### config.mk
export PLATFORM = sky130hd
export DESIGN_NAME = lifo_buffer_flat
export DESIGN_NICKNAME = d
export VERILOG_FILES = /design/src/rtl/lifo_pkg.sv /design/src/rtl/lifo_buffer_if.sv /design/src/rtl/lifo_mem.sv /design/src/rtl/lifo_buffer.sv /design/src/flat_wrapper.sv
export SDC_FILE = /design/constraint.sdc
export NUM_CORES = 1
export LEC_CHECK = 0
export CAP_MARGIN = 20
export CORE_MARGIN = 8
export CORE_UTILIZATION = 60
export DETAILED_ROUTE_END_ITERATION = 16
export PLACE_DENSITY = 0.9
export SETUP_SLACK_MARGIN = 0.02
export SYNTH_ARGS = -nofsm -noshare
export SYNTH_HDL_FRONTEND = slang
export SYNTH_SLANG_ARGS = --single-unit
### constraint.sdc
create_clock -name clk -period 8.75 [get_ports clk]
set_clock_uncertainty 0.05 [all_clocks]
set_input_delay 2.625 -clock clk [delete_from_list [all_inputs] [get_ports clk]]
set_output_delay 2.625 -clock clk [all_outputs]
set_load 0.1 [all_outputs]
### src/rtl/lifo_pkg.sv
// Shared definitions for the LIFO buffer: push/pop operation encoding and
// the width helpers used to size the occupancy counter and memory address.
package lifo_pkg;

  // Encoding matches the concatenation {push, pop}.
  typedef enum logic [1:0] {
    IDLE = 2'b00,
    POP  = 2'b01,
    PUSH = 2'b10,
    SWAP = 2'b11
  } op_e;

  function automatic int count_width(input int depth);
    return $clog2(depth + 1);
  endfunction

  function automatic int addr_width(input int depth);
    return (depth > 1) ? $clog2(depth) : 1;
  endfunction

endpackage

### src/rtl/lifo_buffer_if.sv
// Request/response bundle of the LIFO buffer. The master drives requests,
// the slave (the buffer) drives data, occupancy and status flags.
interface lifo_buffer_if #(
  parameter int WIDTH = 8,
  parameter int DEPTH = 16
);
  localparam int CW = lifo_pkg::count_width(DEPTH);

  logic             clear;
  logic             push;
  logic [WIDTH-1:0] push_data;
  logic             pop;
  logic [WIDTH-1:0] pop_data;
  logic             pop_valid;
  logic [WIDTH-1:0] top;
  logic [CW-1:0]    count;
  logic             full;
  logic             empty;
  logic             almost_full;
  logic             almost_empty;
  logic             overflow;
  logic             underflow;

  modport master (
    output clear, push, push_data, pop,
    input  pop_data, pop_valid, top, count, full, empty,
           almost_full, almost_empty, overflow, underflow
  );

  modport slave (
    input  clear, push, push_data, pop,
    output pop_data, pop_valid, top, count, full, empty,
           almost_full, almost_empty, overflow, underflow
  );
endinterface

### src/rtl/lifo_mem.sv
// LIFO storage: WIDTH x DEPTH array with one synchronous write port and one
// asynchronous read port.
module lifo_mem
  import lifo_pkg::*;
#(
  parameter int WIDTH = 8,
  parameter int DEPTH = 16,
  localparam int AW   = addr_width(DEPTH)
) (
  input  logic             clk,
  input  logic             we,
  input  logic [AW-1:0]    waddr,
  input  logic [WIDTH-1:0] wdata,
  input  logic [AW-1:0]    raddr,
  output logic [WIDTH-1:0] rdata
);

  logic [WIDTH-1:0] mem [DEPTH];

  // NOTE: the array has no reset; every read is guarded by count, so stale
  // contents are never observed and the array can map onto plain RAM.
  always_ff @(posedge clk) begin
    if (we) mem[waddr] <= wdata;
  end

  assign rdata = mem[raddr];

endmodule

### src/rtl/lifo_buffer.sv
// LIFO buffer: count is the only control state; flags decode from it directly,
// pops return data one cycle later, and push+pop together swap the top entry.
module lifo_buffer
  import lifo_pkg::*;
#(
  parameter int WIDTH    = 8,
  parameter int DEPTH    = 16,
  parameter int AF_LEVEL = DEPTH - 2,
  parameter int AE_LEVEL = 2
) (
  input logic          clk,
  input logic          rst,
  lifo_buffer_if.slave bus
);

  localparam int CW = count_width(DEPTH);
  localparam int AW = addr_width(DEPTH);

  localparam logic [CW-1:0] FULL_LVL = CW'(DEPTH);
  localparam logic [CW-1:0] AF_LVL   = CW'(AF_LEVEL);
  localparam logic [CW-1:0] AE_LVL   = CW'(AE_LEVEL);

  logic [CW-1:0]    count;
  logic [WIDTH-1:0] pop_data;
  logic             pop_valid;
  logic             overflow;
  logic             underflow;

  logic             full;
  logic             empty;
  op_e              op;

  logic             we;
  logic [AW-1:0]    waddr;
  logic [AW-1:0]    rd_addr;
  logic [WIDTH-1:0] rd_data;

  assign op    = op_e'({bus.push, bus.pop});
  assign full  = (count == FULL_LVL);
  assign empty = (count == '0);

  // Top-of-stack address; parked at 0 when empty so it never leaves the array.
  assign rd_addr = empty ? '0 : AW'(count - CW'(1));

  // NOTE: every variable gets a default before the case so no path leaves it
  // unassigned, which would otherwise infer a latch.
  always_comb begin
    we    = 1'b0;
    waddr = rd_addr;
    if (!rst && !bus.clear) begin
      case (op)
        PUSH: if (!full) begin
          we    = 1'b1;
          waddr = AW'(count);
        end
        SWAP: we = !empty;
        default: we = 1'b0;
      endcase
    end
  end

  lifo_mem #(
    .WIDTH (WIDTH),
    .DEPTH (DEPTH)
  ) u_mem (
    .clk   (clk),
    .we    (we),
    .waddr (waddr),
    .wdata (bus.push_data),
    .raddr (rd_addr),
    .rdata (rd_data)
  );

  // NOTE: sequential state uses non-blocking assignments so every register
  // samples pre-edge values regardless of statement order.
  always_ff @(posedge clk) begin
    if (rst) begin
      count     <= '0;
      pop_data  <= '0;
      pop_valid <= 1'b0;
      overflow  <= 1'b0;
      underflow <= 1'b0;
    end else if (bus.clear) begin
      count     <= '0;
      pop_valid <= 1'b0;
      overflow  <= 1'b0;
      underflow <= 1'b0;
    end else begin
      pop_valid <= 1'b0;
      case (op)
        PUSH: begin
          if (full) overflow <= 1'b1;
          else      count    <= count + CW'(1);
        end
        POP: begin
          if (empty) begin
            underflow <= 1'b1;
          end else begin
            pop_data  <= rd_data;
            pop_valid <= 1'b1;
            count     <= count - CW'(1);
          end
        end
        SWAP: begin
          // Empty swap bypasses storage: the pushed word is returned directly.
          pop_data  <= empty ? bus.push_data : rd_data;
          pop_valid <= 1'b1;
        end
        default: ;
      endcase
    end
  end

  assign bus.pop_data     = pop_data;
  assign bus.pop_valid    = pop_valid;
  assign bus.top          = empty ? '0 : rd_data;
  assign bus.count        = count;
  assign bus.full         = full;
  assign bus.empty        = empty;
  assign bus.almost_full  = (count >= AF_LVL);
  assign bus.almost_empty = (count <= AE_LVL);
  assign bus.overflow     = overflow;
  assign bus.underflow    = underflow;

endmodule
### src/flat_wrapper.sv
// flat-port wrapper written by rule: the top's interface ports become plain ports
module lifo_buffer_flat import lifo_pkg::*;
#(
  parameter int WIDTH    = 8,
  parameter int DEPTH    = 16,
  parameter int AF_LEVEL = DEPTH - 2,
  parameter int AE_LEVEL = 2
)
  (clk, rst, bus_clear, bus_push, bus_push_data, bus_pop, bus_pop_data, bus_pop_valid, bus_top, bus_count, bus_full, bus_empty, bus_almost_full, bus_almost_empty, bus_overflow, bus_underflow);
  lifo_buffer_if #(.WIDTH(WIDTH), .DEPTH(DEPTH)) bus_i ();
  input logic clk;
  input logic rst;
  input wire logic [$bits(bus_i.clear)-1:0] bus_clear;
  input wire logic [$bits(bus_i.push)-1:0] bus_push;
  input wire logic [$bits(bus_i.push_data)-1:0] bus_push_data;
  input wire logic [$bits(bus_i.pop)-1:0] bus_pop;
  output wire logic [$bits(bus_i.pop_data)-1:0] bus_pop_data;
  output wire logic [$bits(bus_i.pop_valid)-1:0] bus_pop_valid;
  output wire logic [$bits(bus_i.top)-1:0] bus_top;
  output wire logic [$bits(bus_i.count)-1:0] bus_count;
  output wire logic [$bits(bus_i.full)-1:0] bus_full;
  output wire logic [$bits(bus_i.empty)-1:0] bus_empty;
  output wire logic [$bits(bus_i.almost_full)-1:0] bus_almost_full;
  output wire logic [$bits(bus_i.almost_empty)-1:0] bus_almost_empty;
  output wire logic [$bits(bus_i.overflow)-1:0] bus_overflow;
  output wire logic [$bits(bus_i.underflow)-1:0] bus_underflow;
  assign bus_i.clear = bus_clear;
  assign bus_i.push = bus_push;
  assign bus_i.push_data = bus_push_data;
  assign bus_i.pop = bus_pop;
  assign bus_pop_data = bus_i.pop_data;
  assign bus_pop_valid = bus_i.pop_valid;
  assign bus_top = bus_i.top;
  assign bus_count = bus_i.count;
  assign bus_full = bus_i.full;
  assign bus_empty = bus_i.empty;
  assign bus_almost_full = bus_i.almost_full;
  assign bus_almost_empty = bus_i.almost_empty;
  assign bus_overflow = bus_i.overflow;
  assign bus_underflow = bus_i.underflow;
  lifo_buffer #(.WIDTH(WIDTH), .DEPTH(DEPTH), .AF_LEVEL(AF_LEVEL), .AE_LEVEL(AE_LEVEL)) u_core (.clk(clk), .rst(rst), .bus(bus_i));
endmodule
==> results of run 1 <==
==> cells by family after synthesis <==
group | after synthesis | synth area share [%]
XOR/XNOR | 5 | 0.694
AND/OR/NAND/NOR | 112 | 8.07
adder cells (fa/ha/maj) | 4 | 0.793
flip-flops | 144 | 66.0
multiplexers | 34 | 5.41
buffers and inverters | 41 | 3.41
AO/OA/AOI/OAI | 136 | 15.6
==> worst reg2reg max path: cells and delay by family, from the launching register on <==
family	cells	cell delay (ns)
fa+ha+maj	1	0.34
simple gates	4	2.07
compound gates	1	0.39
buf+inv	1	0.48
flops	1	0.32
==> state kept, by name, summed over array words and instances (netlist names) <==
name and count:
u_core.bus.count 5, u_core.bus.overflow 1, u_core.bus.pop_data 8, u_core.bus.pop_valid 1, u_core.u_mem.mem 128, u_core.bus.underflow 1
==> synthesized netlist by cell type (6+ instances only) <==
library cell	count	area, µm²
edfxtp_1	128	3840
nor2_1	72	270
a21oi_1	34	170
mux2i_1	33	330
a2bb2oi_1	29	254
o22ai_1	22	138
clkbuf_1	18	67.6
dfxtp_1	16	320
a211oi_1	11	82.6
nand2_1	11	41.3
a22oi_2	6	75.1
buf_2	6	30.0
buf_6	6	67.6
nand2b_1	6	37.5
o21ai_0	6	30.0
==> report_power, final <==
group	internal (W)	leakage (nW)	switching, W
combinational	0.0000648	0.773	0.000165
clock	0.000363	0.266	0.000313
sequential	0.000753	1.28	0.00000401
total	0.00118	2.32	0.000481
==> per-layer routing <==
metal	up-vias	track usage (%)	wire (µm)
met2	285	35.5	7480
met3	53	6.19	1420
met4	0	9.25	493
met1	2094	25.3	5570
met5	-	0	0
li1	1903	-	-
==> final cells by class <==
cell class / instances / area, µm² / area share (%)
Multi-Input combinational cell: 291 / 1940 / 26.6
Tap cell: 136 / 170 / 2.34
Clock buffer: 17 / 414 / 5.70
Clock inverter: 15 / 145 / 2.00
Inverter: 6 / 27.5 / 0.379
Timing Repair Buffer: 43 / 407 / 5.60
Sequential cell: 144 / 4170 / 57.3
==> cell usage in the layout, fill, tap and decap left out, types with 10 or more instances in the layout <==
master,count
a211oi_1,11
a21oi_1,34
a2bb2oi_1,29
buf_4,10
clkbuf_16,16
clkdlybuf4s50_1,32
dfxtp_1,15
edfxtp_1,128
mux2i_1,33
nand2_1,11
nor2_1,72
o22ai_1,22
==> how the worst min path moves through the flow <==
stage,from,to,slack [ns],cells after the start
finish,u_core.bus.underflow,u_core.bus.underflow,0.42,2
global route,u_core.bus.underflow,u_core.bus.underflow,0.49,2
CTS,u_core.bus.underflow,u_core.bus.underflow,0.43,2
detailed placement,u_core.bus.underflow,u_core.bus.underflow,0.41,2
global placement,u_core.bus.overflow,u_core.bus.overflow,0.40,2
floorplan,u_core.u_mem.mem[0][1],u_core.bus.pop_data[1],0.75,4
==> per-stage QoR <==
step	hold WS, ns	worst slack (ns)	cell area (µm²)	power [W]
floorplan	0.746	0.164	6310	0.000946
global placement	0.402	2.60	6690	0.000990
detailed placement	0.407	2.44	6690	0.000995
CTS	0.426	1.85	7250	0.00166
global route	0.491	1.42	7260	0.00171
finish	0.424	1.79	7260	0.00166
==> key figures, run 1 <==
Synthesis
  – Syn avg cell area: 13.3 µm²
  – Post-Syn Nets: 493
  – Flops & latches, synth: 144
  – Post-synthesis sequential area ratio: 66.0%
  – Asr flop ratio synth: 0%
  – Syn Inst Count: 476
  – Primary FF master, synth: edfxtp_1
  – Post-synth EDFFs: 128
  – Cell Area, Synth: 6310 µm²
  – Yosys warning count: 0
  – Post-synthesis cell type count: 56

Floorplanning
  – Core ar.: 10,300 µm²
  – Die Ht: 119 µm
  – Cell Rows: 37
  – Die X: 119 µm
  – Num ports: 41
  – Die Footprint: 14,100 µm²
  – Initial Util: 61.4%

Global route
  – Grt total ovfl: 0
  – Vias in the first global route: 4,248
  – Largest net degree at the start of global routing: 51
  – Initial antenna violation count: 0
  – First-pass GRT wire length: 23.2 mm
  – Tot GR Track Use: 21.3%

Timing
  – Slew Viols, Final: 0
  – Relative slew slack: 13.0%
  – # setup viols final: 0
  – Crit share post-route: 79.6%
  – Fmax: 144 MHz
  – Min Tclk post-route: 6.96 ns
  – Least-Margin Pin Slew: 1.30 ns
  – Hold Fails Final Rpt: 0
  – Setup TNS Final: 0 ns
  – RSZ-0062 raised after global routing: false

Clocking
  – Post-CTS Hold Buffers: 0
  – Sink Count: 144
  – Clk root buf: clkbuf_8
  – Clk buf depth: 2
  – Clk pin slew, worst setup/hold paths: 0.07 ns
  – CTS tree: yes
  – H-tree levels: 4
  – Post-CTS resize count: 0
  – Clk_lat worst skew: 0.53 ns
  – Total CTS buffers: 17
  – Post CTS Setup Buffer Count: 0

Placed design
  – Gp weighted congestion: 0.883
  – Number of port buffers: 40
  – DP Wirelength: 9.23 mm
  – Placed cell count: 618

Setup path
  – Critical Path RT: 6.08 ns
  – CP max stage delay: 0.88 ns
  – Worst-path maximum fanout: 34
  – Reg2reg start: u_core.bus.count[0]
  – Worst reg-to-reg setup slack: 4.73 ns
  – CP Launch Point: u_core.bus.count[1]
  – Reg2Reg Depth: 7
  – CP bufs+invs: 3
  – Worst Setup End Kind: output port
  – Setup CP Type: reg2out
  – Worst reg2reg endpoint: u_core.u_mem.mem[9][0]
  – Worst path cell trace: inv_1 > ha_1 > or4b_4 > clkinv_4 > nor2_4 > mux2i_1 > a21oi_1 > a22oi_2 > nor2_1 > buf_4
  – Slowest cell on the critical path: nor2_4
  – Critical Path Start Type: flip-flop
  – Critical Path AT: 4.29 ns
  – Worst path top cell family by delay: simple AND/OR/NAND/NOR gates
  – Cell depth of the worst setup path: 10
  – CP endpoint: bus_top[1]

Drt
  – Final WL: 15.0 mm
  – Vias: 4,335
  – WL/cell: 22.9 µm
  – Final antenna-violating net count: 0
  – DRC viols: 0
  – Drt first pass iters: 5
  – Vias per inst: 6.65
  – Iter 0 DRT Violations: 623

Status
  – Status: finished clean

Finish
  – NumNets Final: 520
  – Share of post-route cells with drive strength above 1: 12.2%
  – Area grow syn2layout: 15.1%
  – FILL cells: 667
  – Antenna diodes: 0
  – Final Util: 70.7%
  – Finished Layout Cells: 652

Power
  – Maximum vdd drop: 0.277 mV
  – Cell area power density: 229 nW/µm²
  – Lkg Pwr: 2.32 nW

Run
  – Max_cap viols: 0

Hold path
  – Worst Hold Class: reg2reg
No activity file was read; power rests on OpenSTA's default activity.
==> run 2: changes to the inputs <==
Settings changed: CORE_UTILIZATION 60 to 53, PLACE_DENSITY 0.9 to 0.84.
Clock period 8.75 ns to 6.2 ns, I/O delays scaled along.
==> run 2 against run 1 <==
Non-clock buffer count up 8. Global-route usage fell by 1.0 points. Final cell count grew 2.9%. Core utilization decreased by 7.4 points. Sequential power rose by 41%. Worst setup slack worse by 1.5 ns. Hold slack improved by 0.0070 ns. Sequential cell count stayed put. Design area rose by 2.8%. Die area rose by 11%. First-iteration DRC count down 11%. Highest routed layer unchanged.
==> key figures, run 2 (synthesis gave the netlist of run 1 again) <==
Placed design
  – Gp weighted congestion: 0.908 (was 0.883)
  – Placed cell count: 632 (was 618)
  – DP Wirelength: 9.81 mm (was 9.23 mm)
  – Pre-CTS setup slack: 0.706 ns (was 2.44 ns)
  – Number of port buffers: 40 (unchanged)

Setup path
  – Worst Setup End Kind: output port (unchanged)
  – CP max stage delay: 0.69 ns (was 0.88 ns)
  – Critical Path Start Type: flip-flop (unchanged)
  – Reg2Reg Depth: 7 (unchanged)
  – CP endpoint: bus_top[7] (was bus_top[1])
  – Critical Path RT: 4.29 ns (was 6.08 ns)
  – Worst reg-to-reg setup slack: 2.46 ns (was 4.73 ns)
  – Slowest cell on the critical path: or3_1 (was nor2_4)
  – CP Launch Point: u_core.bus.count[1] (unchanged)
  – Worst reg2reg endpoint: u_core.u_mem.mem[1][5] (was u_core.u_mem.mem[9][0])
  – Reg2reg start: u_core.bus.count[1] (was u_core.bus.count[0])
  – Setup CP Type: reg2out (unchanged)
  – Worst path cell trace: inv_1 > ha_1 > or4b_4 > clkinv_4 > or3_1 > o22ai_1 > a21oi_1 > a22oi_1 > nor2_1 > buf_12 (was inv_1 > ha_1 > or4b_4 > clkinv_4 > nor2_4 > mux2i_1 > a21oi_1 > a22oi_2 > nor2_1 > buf_4)
  – Critical Path AT: 4.04 ns (was 4.29 ns)
  – Worst-path maximum fanout: 34 (unchanged)

Clocking
  – Total CTS buffers: 17 (unchanged)
  – H-tree levels: 4 (unchanged)
  – CTS tree: yes (unchanged)
  – Clk_lat worst skew: 0.42 ns (was 0.53 ns)
  – Post-CTS Hold Buffers: 0 (unchanged)
  – Post CTS Setup Buffer Count: 0 (unchanged)
  – Clk root buf: clkbuf_16 (was clkbuf_8)
  – Sink Count: 144 (unchanged)
  – Clk buf depth: 2 (unchanged)
  – Clk pin slew, worst setup/hold paths: 0.06 ns (was 0.07 ns)
  – Post-CTS resize count: 0 (unchanged)

Finish
  – Commonest non-fill, non-tap cell in the layout: edfxtp_1 (unchanged)
  – Commonest cells after routing, fill and taps aside: edfxtp_1 (128), nor2_1 (72), a21oi_1 (34) (unchanged)
  – Share of post-route cells with drive strength above 1: 13.4% (was 12.2%)
  – Largest register FFs: 128 (unchanged)
  – Finished Layout Cells: 671 (was 652)
  – Multi-input logic area: 1940 µm² (about the same)
  – Antenna diodes: 0 (unchanged)
  – Final Util: 63.2% (was 70.7%)
  – NumNets Final: 528 (was 520)
  – Biggest register: u_core.u_mem.mem (unchanged)
  – Register area: 4170 µm² (unchanged)
  – Area grow syn2layout: 18.4% (was 15.1%)
  – Regs by FF count: u_core.u_mem.mem: 128 flops, u_core.bus.pop_data: 8 flops, u_core.bus.count: 5 flops (unchanged)
  – FILL cells: 817 (was 667)

Drt
  – Iter 0 DRT Violations: 552 (was 623)
  – Final WL: 15.8 mm (was 15.0 mm)
  – DRC viols: 0 (unchanged)
  – Vias per inst: 6.43 (was 6.65)
  – WL/cell: 23.6 µm (was 22.9 µm)
  – Vias: 4,317 (was 4,335)
  – Final antenna-violating net count: 0 (unchanged)
  – Drt first pass iters: 6 (was 5)

Floorplanning
  – Die Footprint: 15,700 µm² (was 14,100 µm²)
  – Cell Rows: 40 (was 37)
  – Num ports: 41 (unchanged)
  – Core ar.: 11,800 µm² (was 10,300 µm²)
  – Initial Util: 53.4% (was 61.4%)
  – Die Ht: 125 µm (was 119 µm)
  – Die X: 125 µm (was 119 µm)

Timing
  – Final worst slack: 0.247 ns (was 1.79 ns)
  – Worst hold margin: 0.431 ns (was 0.424 ns)
  – RSZ-0062 raised after global routing: false (unchanged)
  – Hold Fails Final Rpt: 0 (unchanged)
  – # setup viols final: 0 (unchanged)
  – Relative slew slack: 30.1% (was 13.0%)
  – Crit share post-route: 96.0%
  – Min Tclk post-route: 5.95 ns
  – Slew Viols, Final: 0 (unchanged)
  – Least-Margin Pin Slew: 1.05 ns (was 1.30 ns)
  – Fmax: 168 MHz

Hold path
  – Hold_sp: u_core.bus.underflow (unchanged)
  – Worst Hold Class: reg2reg (unchanged)

Run
  – Max_cap viols: 0 (unchanged)

Power
  – Maximum vdd drop: 0.212 mV (was 0.277 mV)
  – Lkg Pwr: 2.39 nW (was 2.32 nW)
  – Cell area power density: 328 nW/µm² (was 229 nW/µm²)

Global route
  – Largest net degree at the start of global routing: 51 (unchanged)
  – First-pass GRT wire length: 24.3 mm (was 23.2 mm)
  – Vias in the first global route: 4,296 (was 4,248)
  – Initial antenna violation count: 0 (unchanged)
  – Grt total ovfl: 0 (unchanged)
  – Tot GR Track Use: 20.3% (was 21.3%)

Status
  – Status: finished clean (unchanged)
==> run 2: cell types whose count changed in the layout (fill, tap and decap cells not counted), moves of 2 or more <==
cell / before / now
clkinv_1: 0 / 2
bufinv_16: 0 / 3
clkinvlp_4: 3 / 6
buf_12: 0 / 8
clkinv_4: 4 / 1
buf_4: 10 / 12
inv_8: 4 / 0
inv_6: 4 / 2
clkdlybuf4s50_1: 32 / 30
==> run 2: final cells by class <==
class | count | share of cell area [%]
clock inverters | 14 | 2.21
clock buffers | 18 | 5.75
multi-input cells | 291 | 25.9
well taps | 147 | 2.46
repair buffers | 51 | 7.52
flip-flops and latches | 144 | 55.8
inverters | 6 | 0.369
==> run 2: how the worst min path moves through the flow <==
stage	to	slack [ns]	cells past startpoint
after global routing	u_core.bus.underflow	0.47	2
after CTS	u_core.bus.underflow	0.43	2
after floorplan	u_core.bus.pop_data[1]	0.75	4
after global placement	u_core.bus.overflow	0.41	2
after detailed placement	u_core.bus.underflow	0.42	2
final	u_core.bus.underflow	0.43	2
==> run 2: per-layer routing <==
layer / vias up / track usage (%) / routed length (µm)
li1: 1914 / - / -
met1: 2098 / 25.6 / 6350
met2: 255 / 31.3 / 7450
met3: 50 / 5.35 / 1370
met4: 0 / 11.3 / 638
met5: - / 0 / 0
==> run 2: worst max-delay path, delay by kind of cell (launching register included) <==
family | cells | cell delay [ns]
compound gates | 3 | 0.78
fa+ha+maj | 1 | 0.26
buf+inv | 3 | 0.69
flops | 1 | 0.57
simple gates | 3 | 1.31
==> run 2: stage by stage <==
stage | setup TNS [ns] | instance area [µm²] | total power [W]
finish | 0 | 7470 | 0.00245
global placement | 0 | 6820 | 0.00142
global route | 0 | 7470 | 0.00251
CTS | 0 | 7410 | 0.00244
detailed placement | 0 | 6820 | 0.00143
floorplan | -2.77 | 6310 | 0.00134
==> run 2: report_power, final <==
| group | internal [W] | total (W) | switching (W) |
|---|---|---|---|
| sequential | 0.00106 | 0.00107 | 0.00000578 |
| clock | 0.000630 | 0.00102 | 0.000391 |
| combinational | 0.000112 | 0.000357 | 0.000245 |
| total | 0.00181 | 0.00245 | 0.000642 |
